<file path="src/rtl/counter_serializer.sv">
// counter_serializer: queues each changed counter sample in a FIFO and sends it as an 8N1 serial frame
module counter_serializer #(
   parameter int CLKS_PER_BIT = 4,
   parameter int FIFO_DEPTH   = 4
) (
   input  logic                        clk,
   input  logic                        rst,
   input  logic [7:0]                  inCounter,
   input  logic                        inEnable,
   output logic                        outTx,
   output logic                        outBusy,
   output logic [$clog2(FIFO_DEPTH):0] outLevel,
   output logic [7:0]                  outDropped
);
   localparam int AW = $clog2(FIFO_DEPTH);
   localparam logic [7:0] LAST_CLK = 8'(CLKS_PER_BIT - 1);
   localparam logic [AW:0] DEPTH_L = (AW + 1)'(FIFO_DEPTH);
   typedef enum logic [1:0] {IDLE, START, DATA, STOP} state_t;
   state_t        state_q, state_d;
   logic [7:0]    prev_value_q;
   logic          prev_valid_q;
   logic [7:0]    mem_q [FIFO_DEPTH];
   logic [AW-1:0] wr_ptr_q, rd_ptr_q;
   logic [AW:0]   level_q, level_d;
   logic [7:0]    dropped_q, dropped_d;
   logic [7:0]    shift_q, shift_d;
   logic [2:0]    bit_cnt_q, bit_cnt_d;
   logic [7:0]    clk_cnt_q, clk_cnt_d;
   logic          tx_q, tx_d;
   logic          push_req, full, pop, push, drop, bit_done;
   assign push_req = inEnable && (!prev_valid_q || inCounter != prev_value_q);
   assign full     = level_q == DEPTH_L;
   assign pop      = state_q == IDLE && level_q != '0;
   // a pop on the same edge frees a slot, so a push into a full FIFO is still accepted
   assign push     = push_req && (!full || pop);
   assign drop     = push_req && full && !pop;
   assign bit_done = clk_cnt_q == LAST_CLK;
   assign level_d   = level_q + {{AW{1'b0}}, push} - {{AW{1'b0}}, pop};
   assign dropped_d = (drop && dropped_q != 8'hFF) ? dropped_q + 8'd1 : dropped_q;
   always_comb begin
      state_d   = state_q;
      shift_d   = shift_q;
      bit_cnt_d = bit_cnt_q;
      clk_cnt_d = bit_done ? '0 : clk_cnt_q + 8'd1;
      tx_d      = tx_q;
      case (state_q)
         IDLE: begin
            clk_cnt_d = '0;
            if (pop) begin
               state_d   = START;
               shift_d   = mem_q[rd_ptr_q];
               bit_cnt_d = '0;
               tx_d      = 1'b0;
            end
         end
         START: begin
            if (bit_done) begin
               state_d = DATA;
               tx_d    = shift_q[0];
            end
         end
         DATA: begin
            if (bit_done) begin
               state_d   = bit_cnt_q == 3'd7 ? STOP : DATA;
               shift_d   = shift_q >> 1;
               bit_cnt_d = bit_cnt_q + 3'd1;
               tx_d      = bit_cnt_q == 3'd7 ? 1'b1 : shift_q[1];
            end
         end
         STOP: begin
            if (bit_done) begin
               state_d = IDLE;
               tx_d    = 1'b1;
            end
         end
         default: begin
            state_d = IDLE;
            tx_d    = 1'b1;
         end
      endcase
   end
   always_ff @(posedge clk) begin
      if (rst) begin
         state_q      <= IDLE;
         prev_value_q <= '0;
         prev_valid_q <= 1'b0;
         wr_ptr_q     <= '0;
         rd_ptr_q     <= '0;
         level_q      <= '0;
         dropped_q    <= '0;
         shift_q      <= '0;
         bit_cnt_q    <= '0;
         clk_cnt_q    <= '0;
         tx_q         <= 1'b1;
      end else begin
         state_q      <= state_d;
         if (inEnable) prev_value_q <= inCounter;
         prev_valid_q <= inEnable;
         if (push) wr_ptr_q <= wr_ptr_q + AW'(1);
         if (pop) rd_ptr_q <= rd_ptr_q + AW'(1);
         level_q      <= level_d;
         dropped_q    <= dropped_d;
         shift_q      <= shift_d;
         bit_cnt_q    <= bit_cnt_d;
         clk_cnt_q    <= clk_cnt_d;
         tx_q         <= tx_d;
      end
   end
   always_ff @(posedge clk) begin
      if (!rst && push) mem_q[wr_ptr_q] <= inCounter;
   end
   assign outTx      = tx_q;
   assign outBusy    = state_q != IDLE;
   assign outLevel   = level_q;
   assign outDropped = dropped_q;
endmodule

</file>
<file path="config.mk">
export PLATFORM = sky130hd
export DESIGN_NAME = counter_serializer
export DESIGN_NICKNAME = d
export VERILOG_FILES = /design/src/rtl/counter_serializer.sv
export SDC_FILE = /design/constraint.sdc
export NUM_CORES = 1
export LEC_CHECK = 0
export ABC_AREA = 1
export CORE_MARGIN = 3
export CORE_UTILIZATION = 50
export CTS_CLUSTER_SIZE = 30
export DETAILED_ROUTE_END_ITERATION = 16
export PLACE_DENSITY = 0.69
export SETUP_SLACK_MARGIN = 0.02
export SLEW_MARGIN = 20
export SYNTH_ARGS = -nofsm -noshare
export SYNTH_HDL_FRONTEND = slang
export SYNTH_SLANG_ARGS = --single-unit
</file>
<file path="constraint.sdc">
create_clock -name clk -period 2.2 [get_ports clk]
set_input_delay 0.22 -clock clk [delete_from_list [all_inputs] [get_ports clk]]
set_output_delay 0.22 -clock clk [all_outputs]
set_load 0.02 [all_outputs]
</file>
==> run_results.csv, run 1 <==
group,metric,value,unit
status,status,"completed",
global_routing,grt_max_degree,25,
yosys,syn_area_per_cell,8.752,sq um
routing,viasPerCell,4.965,
power,power.density,1056,mW/mm^2
routing,postRouteAntennaNets,0,
cells_and_area,fin_util,0.6258,
cells_and_area,diodes,0,
critical_path,cp.arrival,2.27,ns
routing,wl,7159,um
floorplan,pin_count,24,
critical_path,max_stage_delay,0.35,ns
yosys,synth_enable_flop_cells,32,
routing,vias,2810,
critical_path,slowest_stage,"fa_1",
routing,dr.pass1.iters,4,
floorplan,initial_core_util,0.5243,
cells_and_area,num-nets-final,491,
critical_path,path_cells,"inv_2 -> ha_2 -> inv_2 -> nand4_4 -> nand3_2 -> or2_1 -> nand2_1 -> ha_1 -> inv_1 -> fa_1 -> inv_1 -> o21ai_0 -> a21oi_1",
critical_path,start_kind,"flop",
clocking,clock_sinks,80,
floorplan,die_x,91.34,um
timing,slew_violations,0,
timing,max_freq,0.5043,GHz
critical_path,worst-path-buf-inv,4,
floorplan,die_area,0.008342,sq mm
placement,finalWeightedCongestion,0.8326,
yosys,synth-seq-cells,80,
global_routing,grt_pass1_vias,2638,
timing,fin_crit_sh,0.9014,
yosys,synthesis.area,0.003641,sq mm
timing,setup_viol,0,
routing,drt_iter0_markers,129,
floorplan,coreArea,0.006944,sq mm
timing,worstMarginPinSlew,0.4528,ns
global_routing,grt_overflow,0,
power,p_leak,1.770,nW
flow_run,drv_cap,0,
routing,routedWlPerCell,12.65,um
critical_path,crit_family,"adder cells",
floorplan,num_rows,30,
cells_and_area,drive_gt1_frac,0.1319,
clocking,root_buffer,"clkbuf_8",
yosys,synth_area_leader_cell,"dfxtp_1",
placement,portBuffers,23,
yosys,synth_common_cells,"nand2_1 (84), inv_1 (49), nor2_1 (49)",
clocking,hold_buffers,0,
routing,drc,0,
yosys,synthCells,416,
floorplan,die_h,91.34,um
timing,fin_crit,1.983,ns
yosys,ys.flop_type,"dfxtp_1",
clocking,cts-buffers-inserted,9,
yosys,synth.most_common_cell,"nand2_1",
timing,rsz0062_at_grt,"no",
placement,place_hpwl,4987,um
yosys,synth_area_leaders,"dfxtp_1 (26%), edfxtp_1 (26%), nand2_1 (8.7%)",
global_routing,antenna_found_initial,0,
cells_and_area,synthToLayoutAreaGrowth,19.35,%
clocking,clkSlewWorstSetupHoldPaths,0.08,ns
critical_path,critPathCaptureType,"flop",
clocking,cts_tree,"yes",
yosys,yosysUniqueCellTypes,38,
yosys,ys_seq_area_frac,0.5278,
timing,setup_tns,0,ns
timing,fin_worst_skew,0.01003,ns
global_routing,grt_usage,0.1807,
power,total_power,4.589,mW
clocking,clockBufferDepth,2,
yosys,postSynthNetCount,442,
yosys,ys_async_sr_fraction,0,
clocking,cts_setup_buffers,0,
clocking,cts_resized,0,
min_path,min_path_type,"in2reg",
timing,slew_headroom,0.6978,
critical_path,path_class,"reg2reg",
critical_path,required,2.49,ns
global_routing,grt_pass1_wl,11930,um
critical_path,crit_fanout,5,
timing,hold_violations,0,
yosys,yosysTopAreaCellShare,0.2639,
clocking,clock_latency,0.35,ns
clocking,h-tree-depth,3,
yosys,ys_warn_count,0,
power,ir_drop,0.0004140,V
-- through the flow --
stage / hold slack, ns / cells / setup slack [ns] / instance area (sq um)
after detailed placement: 0.4389 / 550 / -0.2136 / 4126
after global routing: 0.1724 / 566 / 0.02204 / 4345
after floorplan: 0.3189 / 416 / 0.1780 / 3641
final: 0.1528 / 566 / 0.2170 / 4345
after CTS: 0.4584 / 566 / 0.1059 / 4338
after global placement: 0.4342 / 550 / -0.1423 / 4126
-- final timing paths --
| check | from | endpoint | slack, ns | cells after the start |
|---|---|---|---|---|
| setup / recovery | state_q[0] | outLevel[2] | 0.22 | 13 |
| setup reg to reg | state_q[0] | outLevel[2] | 0.22 | 13 |
| hold / removal | inCounter[1] | mem_q[0][1] | 0.15 | 1 |
| hold reg to reg | clk_cnt_q[0] | clk_cnt_q[0] | 0.46 | 1 |
-- cell usage in the layout (no fill, tap or decap), types with 2 or more instances in the layout --
master,Yosys,layout
nand2_1,84,84
nor2_1,49,49
inv_1,49,47
dfxtp_1,48,46
a21oi_1,33,33
edfxtp_1,32,32
o21ai_0,31,31
buf_4,2,26
clkdlybuf4s50_1,0,22
nand4_1,14,14
ha_1,14,13
clkbuf_8,0,9
nand3_1,8,8
o22ai_1,7,7
xnor2_1,5,5
xor2_1,4,4
clkinv_2,1,4
inv_2,1,3
o211ai_1,2,2
nand2_2,2,2
nand3_2,2,2
nor2_2,2,2
or2_2,2,2
nor3_1,2,2
bufinv_16,0,2
dfxtp_2,0,2
-- cells by family after synthesis --
family | count (synthesis) | synth area share
buffers and inverters | 63 | 0.07044
XOR/XNOR | 9 | 0.02165
adder cells (fa/ha/maj) | 15 | 0.05361
AND/OR/NAND/NOR | 171 | 0.2117
AO/OA/AOI/OAI | 78 | 0.1148
flip-flops | 80 | 0.5278
-- sequential cells by signal, indices dropped and copies added (netlist names), 3 cells and up, named ones only --
name and count:
bit_cnt_q 3, outDropped 8, prev_value_q 8, outLevel 3, mem_q 32, clk_cnt_q 8
shift_q 8
-- final cells by class --
class / instances / area [sq um]
flip-flops and latches: 80 / 1924
inverters: 52 / 196.4
well taps: 96 / 120.1
clock inverters: 6 / 83.83
fillers: 559 / 2599
clock buffers: 10 / 127.6
repair buffers: 49 / 427.9
multi-input cells: 273 / 1465
-- layer usage --
layer | track usage | wire length (um) | up-vias
met5 | 0 | 0 | -
met2 | 0.3078 | 3495 | 36
met3 | 0.03728 | 200 | 15
met1 | 0.2211 | 3329 | 1293
met4 | 0.07789 | 133 | 0
li1 | - | - | 1466
-- report_power, final --
part | switching (mW) | total (mW) | internal, mW
logic | 0.958 | 1.54 | 0.578
clock network | 0.519 | 1.15 | 0.635
registers | 0.141 | 1.90 | 1.76
Note: power is estimated with default switching activity, not from simulation.
==> run 2: changes to the inputs <==
Settings changed: CTS_CLUSTER_DIAMETER set to 200, SETUP_SLACK_MARGIN 0.02 to unset.
==> run 2 against run 1 <==
  * Combinational power hardly changed
  * Largest cell class unchanged
  * Non-clock buffer count stayed put
  * Worst hold slack better by 0.0012 ns
  * Highest routed layer unchanged
  * Via count is 0.14% higher
==> run_results.csv, run 2 (synthesis gave the netlist of run 1 again) <==
group,metric,value,unit
status,status,"completed",
timing,hold_violations,0,
global_routing,grt_max_degree,25,
global_routing,antenna_found_initial,0,
placement,place_hpwl,4987,um
critical_path,regToRegSetupSlack,0.18,ns
min_path,hold_end,"mem_q[0][1]",
placement,finalWeightedCongestion,0.8326,
critical_path,cp.arrival,2.31,ns
global_routing,grt_pass1_vias,2638,
floorplan,die_x,91.34,um
clocking,clock_sinks,80,
cells_and_area,regArea,0.001923,sq mm
timing,worstMarginPinSlew,0.4539,ns
timing,slew_headroom,0.6970,
min_path,min_path_type,"in2reg",
routing,drt_iter0_markers,126,
timing,setup_viol,0,
clocking,clkSlewWorstSetupHoldPaths,0.08,ns
timing,setup_slack,0.1805,ns
timing,max_freq,0.4952,GHz
global_routing,grt_usage,0.1807,
critical_path,rr_startpoint,"state_q[1]",
floorplan,die_h,91.34,um
floorplan,die_area,0.008342,sq mm
power,power_switching,1.617,mW
floorplan,initial_core_util,0.5243,
cells_and_area,synthToLayoutAreaGrowth,19.31,%
clocking,cts_tree,"yes",
clocking,root_buffer,"clkbuf_8",
cells_and_area,largest_reg_flops,32,
timing,fin_crit_sh,0.9180,
power,pwr-share-seq,0.414,
critical_path,start_kind,"flop",
critical_path,path_class,"reg2reg",
power,ir_drop,0.0004140,V
power,p_leak,1.770,nW
clocking,cts_setup_buffers,0,
timing,fin_worst_skew,0.009551,ns
power,pwr-share-comb,0.334,
min_path,min-delay-start,"inCounter[1]",
cells_and_area,regMostFlops,"mem_q",
timing,rsz0062_at_grt,"no",
routing,wl,7145,um
placement,post-place-ws,-0.2136,ns
critical_path,critPathCaptureType,"flop",
clocking,clock_latency,0.35,ns
routing,vias,2814,
floorplan,coreArea,0.006944,sq mm
floorplan,pin_count,24,
timing,slew_violations,0,
power,p_sw_frac,0.3525,
clocking,cts-buffers-inserted,9,
routing,dr.pass1.iters,4,
global_routing,grt_pass1_wl,11930,um
min_path,holdPathStages,1,
cells_and_area,diodes,0,
floorplan,num_rows,30,
power,total_power,4.586,mW
placement,portBuffers,23,
timing,fin_crit,2.020,ns
cells_and_area,n_fill_cell,559,
cells_and_area,multi_input_area,0.001465,sq mm
critical_path,timing.rr.end,"outLevel[2]",
critical_path,required,2.49,ns
power,p_clk_frac,0.252,
cells_and_area,num-nets-final,491,
clocking,clockBufferDepth,2,
cells_and_area,drive_gt1_frac,0.1298,
cells_and_area,mostFrequentLayoutCells,"nand2_1 (84), nor2_1 (49), inv_1 (47), dfxtp_1 (47), a21oi_1 (33)",
routing,viasPerCell,4.972,
global_routing,grt_overflow,0,
routing,postRouteAntennaNets,0,
cells_and_area,layout_commonest_cell,"nand2_1",
power,power.internal,2.969,mW
critical_path,crit_fanout,5,
power,power.density,1056,mW/mm^2
routing,drc,0,
clocking,h-tree-depth,3,
flow_run,drv_cap,0,
routing,routedWlPerCell,12.62,um
critical_path,worst_r2r_path_depth,13,
[run 2: cell types whose count changed in the layout (fill, tap and decap cells not counted)]
| cell | change |
|---|---|
| dfxtp_1 | +1 |
| dfxtp_2 | -1 |
[run 2: cell type report]
| type | count | share of cell area |
|---|---|---|
| sequential | 80 | 0.4427 |
| multi-input combinational | 273 | 0.3373 |
| timing repair buffer | 49 | 0.09850 |
| inverter | 52 | 0.04522 |
| clock buffer | 10 | 0.02938 |
| tap | 96 | 0.02765 |
| clock inverter | 6 | 0.01930 |
[run 2: worst max path at each step]
| stage | start | end | slack (ns) |
|---|---|---|---|
| 6_report | state_q[1] | outLevel[2] | 0.18 |
| 5_1_grt | state_q[1] | outLevel[2] | 0.006 |
| 4_1_cts | state_q[0] | outLevel[2] | 0.11 |
| 3_5_place_dp | inCounter[1] | outLevel[2] | -0.21 |
| 3_3_place_gp | inCounter[1] | outLevel[2] | -0.14 |
| 2_1_floorplan | state_q[0] | outLevel[2] | 0.18 |
[run 2: stage by stage]
stage                     std cells    util  area, sq um  hold WS [ns]  setup TNS [ns]
after floorplan                 416       -         3641        0.3189               0
after global placement          550  0.5942         4126        0.4342         -0.2506
after detailed placement        550  0.5942         4126        0.4389         -0.5456
after CTS                       566  0.6247         4338        0.4584               0
after global routing            566  0.6256         4344        0.1724               0
final                           566  0.6256         4344        0.1540               0
[run 2: layer usage]
layer	vias to the layer above	share of wire	global-route usage
met5	-	0	0
li1	1467	-	-
met1	1296	0.47	0.2211
met4	0	0.020	0.07789
met3	15	0.025	0.03728
met2	36	0.49	0.3078
[run 2: timing repair]
action | CTS | global route
gates resized for setup | 0 | 5
setup endpoints to repair | 0 | 2
hold buffers | 0 | 0
[run 2: power by group through the flow]
stage	logic [mW]	clock network, mW	registers, mW
floorplan	1.07	0	1.95
global placement	1.48	0	1.92
detailed placement	1.52	0	1.93
CTS	1.54	1.17	1.90
global route	1.74	1.23	1.93
finish	1.53	1.16	1.90
[run 2: critical path: stages (launching register included)]
cell,delay [ns]
dfxtp_1,0.34
inv_2,0.09
ha_2,0.18
inv_2,0.07
nand4_4,0.13
nand3_2,0.10
or2_1,0.21
nand2_1,0.06
ha_1,0.13
inv_1,0.04
fa_1,0.35
inv_1,0.07
o21ai_0,0.08
a21oi_1,0.11
==> run 3: changes to the inputs <==
==> constraint.sdc (replaced) <==
create_clock -name clk -period 2.2 [get_ports clk]
set_input_delay 0.66 -clock clk [delete_from_list [all_inputs] [get_ports clk]]
set_output_delay 0.66 -clock clk [all_outputs]
set_load 0.02 [all_outputs]
==> run 3 against run 2 <==
  * Non-clock buffer count rose by 1
  * Critical path depth fell by 1
  * First-iteration DRC count rose by 1.6%
  * Worst setup slack got worse by 0.10 ns
  * Power fell by 2.3%
  * Clock-buffer cell count did not move
  * Sequential cell count did not move
  * Wire length rose by 0.27%
  * Combinational power barely moved
  * Cell area barely moved
  * Cell count rose by 0.18%
  * Core utilization barely moved
  * Critical endpoint is now outLevel[1]
  * Highest routed layer unchanged
==> run_results.csv, run 3 (synthesis gave the netlist of run 1 again) <==
group,metric,value,unit
floorplan,num_rows,30,
clocking,h-tree-depth,3,
routing,routedWlPerCell,12.63,um
timing,fin_worst_skew,0.01099,ns
placement,place_hpwl,4983,um
floorplan,initial_core_util,0.5243,
timing,rsz0062_at_grt,"no",
timing,max_freq,0.4718,GHz
floorplan,die_area,0.008342,sq mm
clocking,clock_sinks,80,
critical_path,cpMostUsedCell,"nand2_1",
global_routing,grt_pass1_vias,2754,
timing,hold_violations,0,
critical_path,start_kind,"input port",
clocking,clockBufferDepth,2,
clocking,root_buffer,"clkbuf_8",
global_routing,grt-busiest-layer,"met2",
timing,worstMarginPinSlew,0.4387,ns
global_routing,use_met1,0.2330,
cells_and_area,mostFrequentLayoutCells,"nand2_1 (84), nor2_1 (48), dfxtp_1 (46)",
global_routing,use_met3,0.04143,
clocking,clkSlewWorstSetupHoldPaths,0.09,ns
placement,finalWeightedCongestion,0.8217,
routing,dr.pass1.iters,6,
routing,drc,0,
floorplan,pin_count,24,
floorplan,coreArea,0.006944,sq mm
critical_path,regToRegSetupSlack,0.14,ns
timing,slew_headroom,0.7072,
timing,setup_tns,0,ns
critical_path,cp.arrival,2.36,ns
min_path,holdPathStages,1,
flow_run,drv_cap,0,
cells_and_area,layout_commonest_cell,"nand2_1",
critical_path,worst_r2r_path_depth,11,
clocking,cts-buffers-inserted,9,
critical_path,timing.rr.end,"outLevel[1]",
critical_path,required,2.44,ns
critical_path,max_stage_delay,0.52,ns
cells_and_area,regMostFlops,"mem_q",
min_path,min-delay-start,"clk_cnt_q[0]",
cells_and_area,largest_reg_flops,32,
critical_path,path_class,"in2reg",
global_routing,antenna_found_initial,0,
routing,drt_iter0_markers,128,
min_path,hold_end,"clk_cnt_q[0]",
cells_and_area,num-nets-final,492,
critical_path,crit_family,"adder cells",
critical_path,worst-path-buf-inv,2,
power,ir_drop,0.0005095,V
global_routing,grt_pass1_wl,12300,um
timing,slew_violations,0,
timing,fin_crit,2.120,ns
routing,postRouteAntennaNets,0,
clocking,clock_latency,0.35,ns
min_path,min_path_type,"reg2reg",
routing,vias,2816,
cells_and_area,synthToLayoutAreaGrowth,19.28,%
critical_path,crit_fanout,3,
placement,placedCellCount,550,
critical_path,critPathCaptureType,"flop",
global_routing,grt_max_degree,25,
critical_path,slowest_stage,"fa_2",
critical_path,rr_startpoint,"state_q[0]",
timing,setup_viol,0,
status,status,"completed",
global_routing,grt_overflow,0,
power,power.density,1031,mW/mm^2
timing,fin_crit_sh,0.9634,
cells_and_area,drive_gt1_frac,0.1677,
floorplan,die_x,91.34,um
placement,post-place-ws,-0.7273,ns
placement,portBuffers,23,
floorplan,die_h,91.34,um
routing,viasPerCell,4.966,
power,p_leak,1.754,nW
critical_path,worst-path-stages,12,
timing,setup_slack,0.08045,ns
cells_and_area,final_cells,567,
global_routing,grt_usage,0.1821,
cells_and_area,diodes,0,
routing,wl,7164,um
critical_path,path_cells,"dlygate4sd2_1 -> xnor2_1 -> nand2_1 -> nor2_2 -> nand2_2 -> nand3_2 -> or2_1 -> nand2_1 -> ha_2 -> inv_2 -> fa_2 -> nor2_1",
clocking,cts_tree,"yes",
global_routing,met2_usage,0.3035,
run 3: layout make-up:
type,count,area [sq um]
clock buffers,10,148.9
clock inverters,6,42.54
fillers,593,2601
inverters,52,209.0
multi-input cells,273,1494
flip-flops and latches,80,1924
well taps,96,120.1
repair buffers,50,404.1
run 3: worst reg2reg max path: stages, from the launching register on:
cell and delay [ns]:
dfxtp_2 0.34, inv_2 0.10, ha_4 0.15, inv_2 0.07, nand4_4 0.13, nand3_2 0.11, or2_1 0.23, nand2_1 0.06
ha_2 0.16, inv_2 0.04, fa_2 0.52, nor2_1 0.04
run 3: metrics by stage:
stage	hold slack [ns]	total power [mW]	utilization	cell area [sq um]
after floorplan	0.4175	3.023	-	3656
after global placement	0.4307	3.408	0.5964	4141
after detailed placement	0.4433	3.453	0.5964	4141
after CTS	0.4557	4.463	0.6238	4332
after global routing	0.4834	4.824	0.6254	4343
final	0.4503	4.478	0.6254	4343
run 3: how the worst max path moves through the flow:
stage | startpoint | endpoint | slack, ns
after floorplan | inCounter[1] | outLevel[2] | -0.09
after global placement | inCounter[1] | outLevel[2] | -0.67
after detailed placement | inCounter[1] | outLevel[2] | -0.73
after CTS | inCounter[5] | outLevel[2] | 0.0002
after global routing | inCounter[4] | outLevel[2] | 0.004
final | inCounter[4] | outLevel[1] | 0.08
run 3: what timing repair did:
| item | 4_1_cts | 5_1_grt |
|---|---|---|
| hold buffers | 0 | 0 |
| pin swaps | 1 | 8 |
| gates cloned | 0 | 0 |
| buffers inserted | 0 | 1 |
| gates resized for setup | 16 | 23 |
| endpoints found under the setup margin | 35 | 3 |
run 3: power breakdown:
group	leakage, nW	switching [mW]	internal (mW)
Sequential	0.685	0.144	1.76
Clock	0.0950	0.545	0.479
Combinational	0.974	0.965	0.590
run 3: layer usage:
| metal | vias up | wire length, um |
|---|---|---|
| met4 | 0 | 67 |
| met5 | - | 0 |
| met3 | 5 | 204 |
| li1 | 1475 | - |
| met2 | 43 | 3464 |
| met1 | 1293 | 3428 |
